`config.mk`:
```
export PLATFORM = sky130hd
export DESIGN_NAME = debug_uart_tx_flat
export DESIGN_NICKNAME = d
export VERILOG_FILES = /design/src/rtl/debug_uart_tx_if.sv /design/src/rtl/debug_uart_tx.sv /design/src/flat_wrapper.sv
export SDC_FILE = /design/constraint.sdc
export NUM_CORES = 1
export LEC_CHECK = 0
export ABC_AREA = 1
export CAP_MARGIN = 0
export CORE_MARGIN = 2
export CORE_UTILIZATION = 50
export DETAILED_ROUTE_END_ITERATION = 8
export MAX_ROUTING_LAYER = met4
export PLACE_DENSITY = 0.76
export SYNTH_ARGS = -nofsm -noshare
export SYNTH_HDL_FRONTEND = slang
export SYNTH_SLANG_ARGS = --single-unit
```
`constraint.sdc`:
```
create_clock -name clk -period 2.09 [get_ports clk]
set_input_delay 0.5225 -clock clk [delete_from_list [all_inputs] [get_ports clk]]
set_output_delay 0.5225 -clock clk [all_outputs]
set_load 0.05 [all_outputs]
```
`src/rtl/debug_uart_tx_if.sv`:
```
// Handshake and data bundle between the debug-port source and the UART transmitter.
// Master drives start and the port snapshot; slave returns the serial line and status.
interface debug_uart_tx_if;
    logic       start;
    logic [7:0] debug_port1;
    logic [7:0] debug_port2;
    logic [7:0] debug_port3;
    logic [7:0] debug_port4;
    logic [7:0] debug_port5;
    logic [7:0] debug_port6;
    logic [7:0] debug_port7;
    logic       tx;
    logic       busy;
    logic       done;

    modport master (
        output start,
        output debug_port1, debug_port2, debug_port3, debug_port4,
        output debug_port5, debug_port6, debug_port7,
        input  tx, busy, done
    );

    modport slave (
        input  start,
        input  debug_port1, debug_port2, debug_port3, debug_port4,
        input  debug_port5, debug_port6, debug_port7,
        output tx, busy, done
    );
endinterface

```
`src/rtl/debug_uart_tx.sv`:
```
// 8N1 UART transmitter framing a snapshot of the seven debug ports:
// sync byte, seven port bytes, XOR checksum of the port bytes.
module debug_uart_tx #(
    parameter int unsigned CLKS_PER_BIT = 434,
    parameter logic [7:0]  SYNC_BYTE    = 8'hA5,
    parameter int unsigned NUM_PORTS    = 7
) (
    input  logic           clk,
    input  logic           nreset,
    debug_uart_tx_if.slave bus
);
    localparam int unsigned      CNT_W     = $clog2(CLKS_PER_BIT);
    localparam logic [CNT_W-1:0] CNT_LAST  = CNT_W'(CLKS_PER_BIT - 1);
    localparam logic [3:0]       LAST_BYTE = 4'(NUM_PORTS + 1);

    typedef enum logic [1:0] {IDLE, START, DATA, STOP} state_t;

    state_t                    state_q, state_d;
    logic [CNT_W-1:0]          cnt_q, cnt_d;
    logic [2:0]                bit_q, bit_d;
    logic [3:0]                byte_q, byte_d;
    logic                      tx_q, tx_d;
    logic                      busy_q, busy_d;
    logic                      done_q, done_d;
    logic [NUM_PORTS-1:0][7:0] snap_q;
    logic [7:0]                csum_q;

    logic [NUM_PORTS-1:0][7:0] ports;
    logic [7:0]                ports_xor;
    logic [7:0]                cur_byte;
    logic [2:0]                bit_nxt;
    logic                      accept;
    logic                      bit_end;

    assign ports = {bus.debug_port7, bus.debug_port6, bus.debug_port5, bus.debug_port4,
                    bus.debug_port3, bus.debug_port2, bus.debug_port1};

    always_comb begin
        ports_xor = '0;
        for (int i = 0; i < NUM_PORTS; i++) begin
            ports_xor = ports_xor ^ ports[i];
        end
    end

    assign accept  = !busy_q && bus.start;
    assign bit_end = (cnt_q == CNT_LAST);
    assign bit_nxt = bit_q + 3'd1;

    // Byte 0 is the sync pattern, the last byte is the checksum, the rest come from the snapshot.
    always_comb begin
        cur_byte = SYNC_BYTE;
        if (byte_q == LAST_BYTE) begin
            cur_byte = csum_q;
        end else if (byte_q != 4'd0) begin
            cur_byte = snap_q[3'(byte_q - 4'd1)];
        end
    end

    always_comb begin
        state_d = state_q;
        cnt_d   = cnt_q;
        bit_d   = bit_q;
        byte_d  = byte_q;
        tx_d    = tx_q;
        busy_d  = busy_q;
        done_d  = 1'b0;
        case (state_q)
            IDLE: begin
                tx_d = 1'b1;
                if (accept) begin
                    state_d = START;
                    busy_d  = 1'b1;
                    tx_d    = 1'b0;
                    cnt_d   = '0;
                    byte_d  = '0;
                end
            end
            START: begin
                cnt_d = cnt_q + 1'b1;
                if (bit_end) begin
                    cnt_d   = '0;
                    bit_d   = '0;
                    state_d = DATA;
                    tx_d    = cur_byte[0];
                end
            end
            DATA: begin
                cnt_d = cnt_q + 1'b1;
                if (bit_end) begin
                    cnt_d = '0;
                    if (bit_q == 3'd7) begin
                        state_d = STOP;
                        tx_d    = 1'b1;
                    end else begin
                        bit_d = bit_nxt;
                        tx_d  = cur_byte[bit_nxt];
                    end
                end
            end
            STOP: begin
                cnt_d = cnt_q + 1'b1;
                if (bit_end) begin
                    cnt_d = '0;
                    if (byte_q == LAST_BYTE) begin
                        state_d = IDLE;
                        busy_d  = 1'b0;
                        done_d  = 1'b1;
                        byte_d  = '0;
                        tx_d    = 1'b1;
                    end else begin
                        // Next byte's start bit follows the stop bit with no idle gap.
                        byte_d  = byte_q + 4'd1;
                        state_d = START;
                        tx_d    = 1'b0;
                    end
                end
            end
            default: begin
                state_d = IDLE;
                tx_d    = 1'b1;
            end
        endcase
    end

    always_ff @(posedge clk or negedge nreset) begin
        if (!nreset) begin
            state_q <= IDLE;
            cnt_q   <= '0;
            bit_q   <= '0;
            byte_q  <= '0;
            tx_q    <= 1'b1;
            busy_q  <= 1'b0;
            done_q  <= 1'b0;
        end else begin
            state_q <= state_d;
            cnt_q   <= cnt_d;
            bit_q   <= bit_d;
            byte_q  <= byte_d;
            tx_q    <= tx_d;
            busy_q  <= busy_d;
            done_q  <= done_d;
        end
    end

    // Ports are frozen on the accepting edge so the frame is a coherent snapshot.
    always_ff @(posedge clk or negedge nreset) begin
        if (!nreset) begin
            snap_q <= '0;
            csum_q <= '0;
        end else if (accept) begin
            snap_q <= ports;
            csum_q <= ports_xor;
        end
    end

    assign bus.tx   = tx_q;
    assign bus.busy = busy_q;
    assign bus.done = done_q;
endmodule

```
`src/flat_wrapper.sv`:
```
// flat-port wrapper written by rule: the top's interface ports become plain ports
module debug_uart_tx_flat 
#(
    parameter int unsigned CLKS_PER_BIT = 434,
    parameter logic [7:0]  SYNC_BYTE    = 8'hA5,
    parameter int unsigned NUM_PORTS    = 7
)
  (clk, nreset, bus_start, bus_debug_port1, bus_debug_port2, bus_debug_port3, bus_debug_port4, bus_debug_port5, bus_debug_port6, bus_debug_port7, bus_tx, bus_busy, bus_done);
  debug_uart_tx_if bus_i ();
  input  logic clk;
  input  logic nreset;
  input wire logic [$bits(bus_i.start)-1:0] bus_start;
  input wire logic [$bits(bus_i.debug_port1)-1:0] bus_debug_port1;
  input wire logic [$bits(bus_i.debug_port2)-1:0] bus_debug_port2;
  input wire logic [$bits(bus_i.debug_port3)-1:0] bus_debug_port3;
  input wire logic [$bits(bus_i.debug_port4)-1:0] bus_debug_port4;
  input wire logic [$bits(bus_i.debug_port5)-1:0] bus_debug_port5;
  input wire logic [$bits(bus_i.debug_port6)-1:0] bus_debug_port6;
  input wire logic [$bits(bus_i.debug_port7)-1:0] bus_debug_port7;
  output wire logic [$bits(bus_i.tx)-1:0] bus_tx;
  output wire logic [$bits(bus_i.busy)-1:0] bus_busy;
  output wire logic [$bits(bus_i.done)-1:0] bus_done;
  assign bus_i.start = bus_start;
  assign bus_i.debug_port1 = bus_debug_port1;
  assign bus_i.debug_port2 = bus_debug_port2;
  assign bus_i.debug_port3 = bus_debug_port3;
  assign bus_i.debug_port4 = bus_debug_port4;
  assign bus_i.debug_port5 = bus_debug_port5;
  assign bus_i.debug_port6 = bus_debug_port6;
  assign bus_i.debug_port7 = bus_debug_port7;
  assign bus_tx = bus_i.tx;
  assign bus_busy = bus_i.busy;
  assign bus_done = bus_i.done;
  debug_uart_tx #(.CLKS_PER_BIT(CLKS_PER_BIT), .SYNC_BYTE(SYNC_BYTE), .NUM_PORTS(NUM_PORTS)) u_core (.clk(clk), .nreset(nreset), .bus(bus_i));
endmodule
```
# --- After elaboration in Yosys (flattened, before gate mapping) ---
# Cells that the tools add are included.
totals:
  reg_bits: 85
  latchBits: 0
  mem_bits_rw: 0
  rom_bits: 0
  inputBits: 59
  output_inout_bits: 3
  wordCells: 89
  mem_count: 0
op_classes:
  add_sub_neg: 4
  n_mul: 0
  div_mod_pow: 0
  magnitude_cmp: 2
  n_eq_ne: 13
  shift: 0
  muxes: 37
  bitwise: 6
  n_reduce_logical: 12
op_table:
  columns: ["cell", "n"]
  rows:
  - ["$xor 8x8->8", 6]
  - ["$bmux 8 s3", 1]
  - ["$mux 8", 3]
  - ["$mux 9", 2]
  - ["$pmux 9 s2", 1]
  - ["$mux 1", 13]
  - ["$mux 4", 3]
  - ["$ne 2x1->1 const B", 6]
  - ["$mux 2", 5]
  - ["$add 9x1->9 const B", 1]
  - ["$eq 9x9->1 const B", 1]
  - ["$mux 3", 3]
  - ["$lt 3x4->1 const B", 2]
  - ["$pmux 2 s4", 1]
  - ["$pmux 4 s2", 1]
  - ["$reduce_and 4->1", 2]
  - ["$pmux 3 s2", 1]
  - ["$reduce_and 3->1", 2]
  - ["$reduce_and 5->1", 1]
  - ["$add 4x1->4 const B", 1]
  - ["$eq 2x2->1 const B", 2]
  - ["$eq 4x4->1 const B", 1]
  - ["$pmux 1 s4", 1]
  - ["$reduce_bool 2->1", 2]
  - ["other kinds (12)", 12]

# --- Longest topological paths before layout ---
depth:
  word_depth: 10
  mapped_depth: 17
  ltp_nobuf: 16

# --- Worst setup path after synthesis ---
# No wires, ideal clock.
synth_timing:
  path_kind: "register -> register"
  from: "register u_core.byte_q[0]"
  to: "register u_core.tx_q, in the netlist u_core.bus.tx"
  setup_ps: 60
  arrival_ps: 1958
  t_required_ps: 2030
  slack_ps: 71
  path_stages_with_launch: 17
  path_buffers: 3
  period_less_slack_ps: 2019
  cell_sequence: "dfrtp_1 > inv_2 > buf_2 > ha_1 > buf_4 > buf_4 > nor2_1 > nand2_1 > nand3_1 > nand3_1 > a21oi_1 > nand2_1 > nand3_1 > nand3_1 > nand2_1 > nand2_1 > nand2_1"
synth_via:
  elab_chain_len: 10
  elab_cells_between_ends: 15
  cone_classes: "add/sub: 1; eq/ne: 1; mux: 12; reduce/logical: 1"
synth_rtl:
  columns: ["item", "line", "rtl"]
  rows:
  - ["from (decl)", "debug_uart_tx.sv:21", "logic [3:0] byte_q, byte_d;"]
  - ["from (signal assigned)", "debug_uart_tx.sv:138", "byte_q <= byte_d;"]
  - ["$sub 3x1->3", "debug_uart_tx.sv:55", "cur_byte = snap_q[3'(byte_q - 4'd1)];"]
  - ["$bmux 8 s3", "debug_uart_tx.sv:55", null]
  - ["$mux 8 (implied by the code)", "debug_uart_tx.sv:55", null]
  - ["$mux 8", "debug_uart_tx.sv:54", "end else if (byte_q != 4'd0) begin"]
  - ["$mux 8", "debug_uart_tx.sv:52", "if (byte_q == LAST_BYTE) begin"]
  - ["$bmux 1 s3", "debug_uart_tx.sv:96", "tx_d = cur_byte[bit_nxt];"]
  - ["$mux 1 (implied by the code)", "debug_uart_tx.sv:96", null]
  - ["$mux 1", "debug_uart_tx.sv:91", "if (bit_q == 3'd7) begin"]
  - ["$mux 1", "debug_uart_tx.sv:89", "if (bit_end) begin"]
  - ["$pmux 1 s4 *", "debug_uart_tx.sv:67", "case (state_q)"]
  - ["to (signal assigned)", "debug_uart_tx.sv:139", "tx_q <= tx_d;"]
  - ["to (decl)", "debug_uart_tx.sv:22", "logic tx_q, tx_d;"]
# Every way passes the cells marked *; elsewhere a longest branch is shown, timed or not. The select of a mux whose other input is x is not followed.
# A chain may end at the register's enable or synchronous reset.

# --- Worst setup path after layout ---
layout_timing:
  from: "register u_core.done_q, in the netlist u_core.bus.done"
  to: "output bus_done"
layout_lines:
  columns: ["item", "line", "rtl"]
  rows:
  - ["from (decl)", "debug_uart_tx.sv:24", "logic done_q, done_d;"]
  - ["from (signal assigned)", "debug_uart_tx.sv:141", "done_q <= done_d;"]
  - ["to (decl)", "flat_wrapper.sv:22", "output wire logic [$bits(bus_i.done)-1:0] bus_done;"]
# No word-level cell between the ends.

==> flow_summary.toml <==
[critical_path]
critPathArrivalTime_ns = 1.47
critical_path_class = "reg -> out"
cp_max_fo = 1
end_kind = "output port"
critPathSlowestCell = "clkdlybuf4s50_1"
cp_top_family = "buffers and inverters"
reg2reg_to = "u_core.bus.tx$_DFFE_PN1P_"
critPathLaunchType = "flop"
slowest_delay_ns = 0.79
r2r_slack_ns = 0.18
reg2reg_depth = 13
cp_num_buf_inv = 1
r2r_start = "u_core.byte_q[1]$_DFFE_PN0P_"
cp_cell_sequence = "clkdlybuf4s50_1"
cp.required_ns = 1.57

[timing]
max_slew.worst_pin.slew_ns = 0.4915
setup_viol = 0
fin_crit_sh_pct = 95.17
drv_slew = 0
max_freq_ghz = 0.5027
hold_violations = 0
post-route-min-period_ns = 1.989
slew_headroom_pct = 67.13
worst_slack_ns = 0.1009
skew_ns = 0.01641

[clock_tree]
htree_levels = 3
cts_max_path_buffers = 2
clkTransAtPathRegs_ns = 0.09
cts_sinks = 85
clock_latency_ns = 0.35
cts_tree = "yes"
root_buffer = "clkbuf_8"
cts_buffers = 9

[yosys]
syn_avg_cell_area_um2 = 7.594
ys_ff_latch = 85
synth.distinct_cells = 30
synth_nets = 690
synth_edf_count = 0
synth_ff_type = "dfrtp_1"
syn_inst = 619
async_flop_share_pct = 100.0
ys_warn_count = 0
yosysSeqAreaShare_pct = 45.28
netlist_area_um2 = 4701

[cells_and_area]
syn2layout_area_growth_pct = 21.83
mostFrequentLayoutCells = "nand2_1 (221), dfrtp_1 (84), inv_1 (58), clkdlybuf4s50_1 (58), nand3_1 (55)"
nNetsFinal = 756
antenna_cells = 0
final_common_cell = "nand2_1"
final_cell_area_um2 = 5727
seqCellArea_um2 = 2128
multiInputGateArea_um2 = 2252
fill_cells = 840
drive_gt1_share_pct = 6.957

[power]
p_comb_share_pct = 16.6
clkPwrFrac_pct = 32.1
p_int_w = 0.002652
pwr-share-seq_pct = 51.4
p_sw_share_pct = 26.06
powerDensity_nw_per_um2 = 626.2
ir_drop_uv = 418.7
leakage_nw = 2.777
p_switching_w = 0.0009345

[placement]
gp_congestion = 0.8420
hpwl_um = 7882
pre_cts_slack_ns = 0.1195
placed_area_um2 = 5504
io_buffers = 61

[grt]
grt_pass1_vias = 4029
grt_pass1_wl_um = 18290
antenna_found_initial = 0
grt_max_degree = 49
grt_usage_pct = 23.32
gr-total-overflow = 0

[route]
first_iter_violations = 218
routed_wl_um = 10750
remaining_drc_errors = 0
via_per_inst = 5.105
antenna_left = 0
wl_per_cell_um = 13.42
firstDrtPassIters = 4
vias = 4089

[floorplan]
core-area_um2 = 9196
start_util_pct = 51.12
die_h_um = 101.0
io_pins = 62
rows = 35
die_x_um = 101.0
fp.dieArea_um2 = 10190

[status]
outcome = "complete, no violations"

[job]
cap_viol_max_count = 0

[worst_hold_path]
hold_path.class = "in -> async"
## per-layer routing
| layer | global-route usage (%) | share of wire (%) | vias up |
|---|---|---|---|
| li1 | - | - | 2068 |
| met1 | 29.38 | 45 | 1923 |
| met2 | 39.74 | 51 | 90 |
| met3 | 3.190 | 3.7 | 8 |
| met4 | 6.133 | 0.85 | 0 |
| met5 | - | 0 | - |
## cell usage after synthesis, types with 2 or more instances
master / instances / area [um2]
a21oi_1: 10 / 50.05
a22oi_1: 5 / 37.54
buf_2: 6 / 30.03
buf_4: 2 / 15.01
clkbuf_1: 12 / 45.04
dfrtp_1: 84 / 2102
ha_1: 12 / 150.1
inv_1: 59 / 221.5
inv_2: 6 / 22.52
nand2_1: 222 / 833.3
nand3_1: 55 / 275.3
nor2_1: 31 / 116.4
o211ai_1: 2 / 15.01
o21ai_0: 43 / 215.2
o21ai_1: 5 / 25.02
o22ai_1: 5 / 31.28
or2_2: 3 / 18.77
xnor2_1: 31 / 271.5
xor2_1: 15 / 131.4
## power groups by stage
stage                     registers, W  clock network [W]  logic (W)
after floorplan                0.00185                  0   0.000342
after global placement         0.00187                  0   0.000578
after detailed placement       0.00187                  0   0.000595
after CTS                      0.00184            0.00117   0.000600
after global routing           0.00186            0.00124   0.000670
final                          0.00184            0.00115   0.000594
## kinds of logic after synthesis
group | Yosys count | share of synthesized area (%)
AO/OA/AOI/OAI | 74 | 8.651
XOR/XNOR | 46 | 8.571
adder cells (fa/ha/maj) | 12 | 3.194
buffers and inverters | 87 | 7.266
flip-flops | 85 | 45.28
AND/OR/NAND/NOR | 315 | 27.04
## sequential cells by signal, summed over array words and instances (netlist names)
name,count
u_core.bit_q,3
u_core.bus.busy,1
u_core.bus.done,1
u_core.bus.tx,1
u_core.byte_q,4
u_core.cnt_q,9
u_core.csum_q,8
u_core.snap_q,56
u_core.state_q,2
## area by class of cell
cell class | count | area share [%]
tap | 111 | 2.425
timing repair buffer | 76 | 13.37
clock inverter | 3 | 0.7865
inverter | 66 | 4.326
multi-input combinational | 447 | 39.33
sequential | 85 | 37.16
clock buffer | 13 | 2.600
## worst max-delay path by stage
stage,startpoint,endpoint,slack (ns),depth (start not counted)
5_1_grt,u_core.cnt_q[1]$_DFFE_PN0N_,u_core.byte_q[2]$_DFFE_PN0P_,-0.02,11
6_report,u_core.bus.done$_DFF_PN0_,bus_done,0.10,1
3_5_place_dp,bus_start,u_core.byte_q[2]$_DFFE_PN0P_,0.12,10
2_1_floorplan,u_core.byte_q[0]$_DFFE_PN0P_,u_core.bus.tx$_DFFE_PN1P_,0.07,16
4_1_cts,u_core.bus.done$_DFF_PN0_,bus_done,0.09,1
3_3_place_gp,bus_start,u_core.csum_q[6]$_DFFE_PN0P_,0.16,7
## through the flow
step	std cells	hold WS, ns	util, %	total power [W]	TNS, ns
after detailed placement	783	0.4591	59.85	0.002468	0
after CTS	799	0.09291	61.96	0.003612	0
after floorplan	619	0.2269	-	0.002194	0
after global routing	801	0.1084	62.27	0.003762	-0.02439
after global placement	783	0.4549	59.85	0.002445	0
final	801	0.09181	62.27	0.003586	0
## what timing repair did
action	in CTS	in global routing
buffers inserted	0	2
endpoints found under the setup margin	0	1
hold buffers	0	0
resized for setup	0	5
Note: power is estimated with default switching activity, not from simulation.
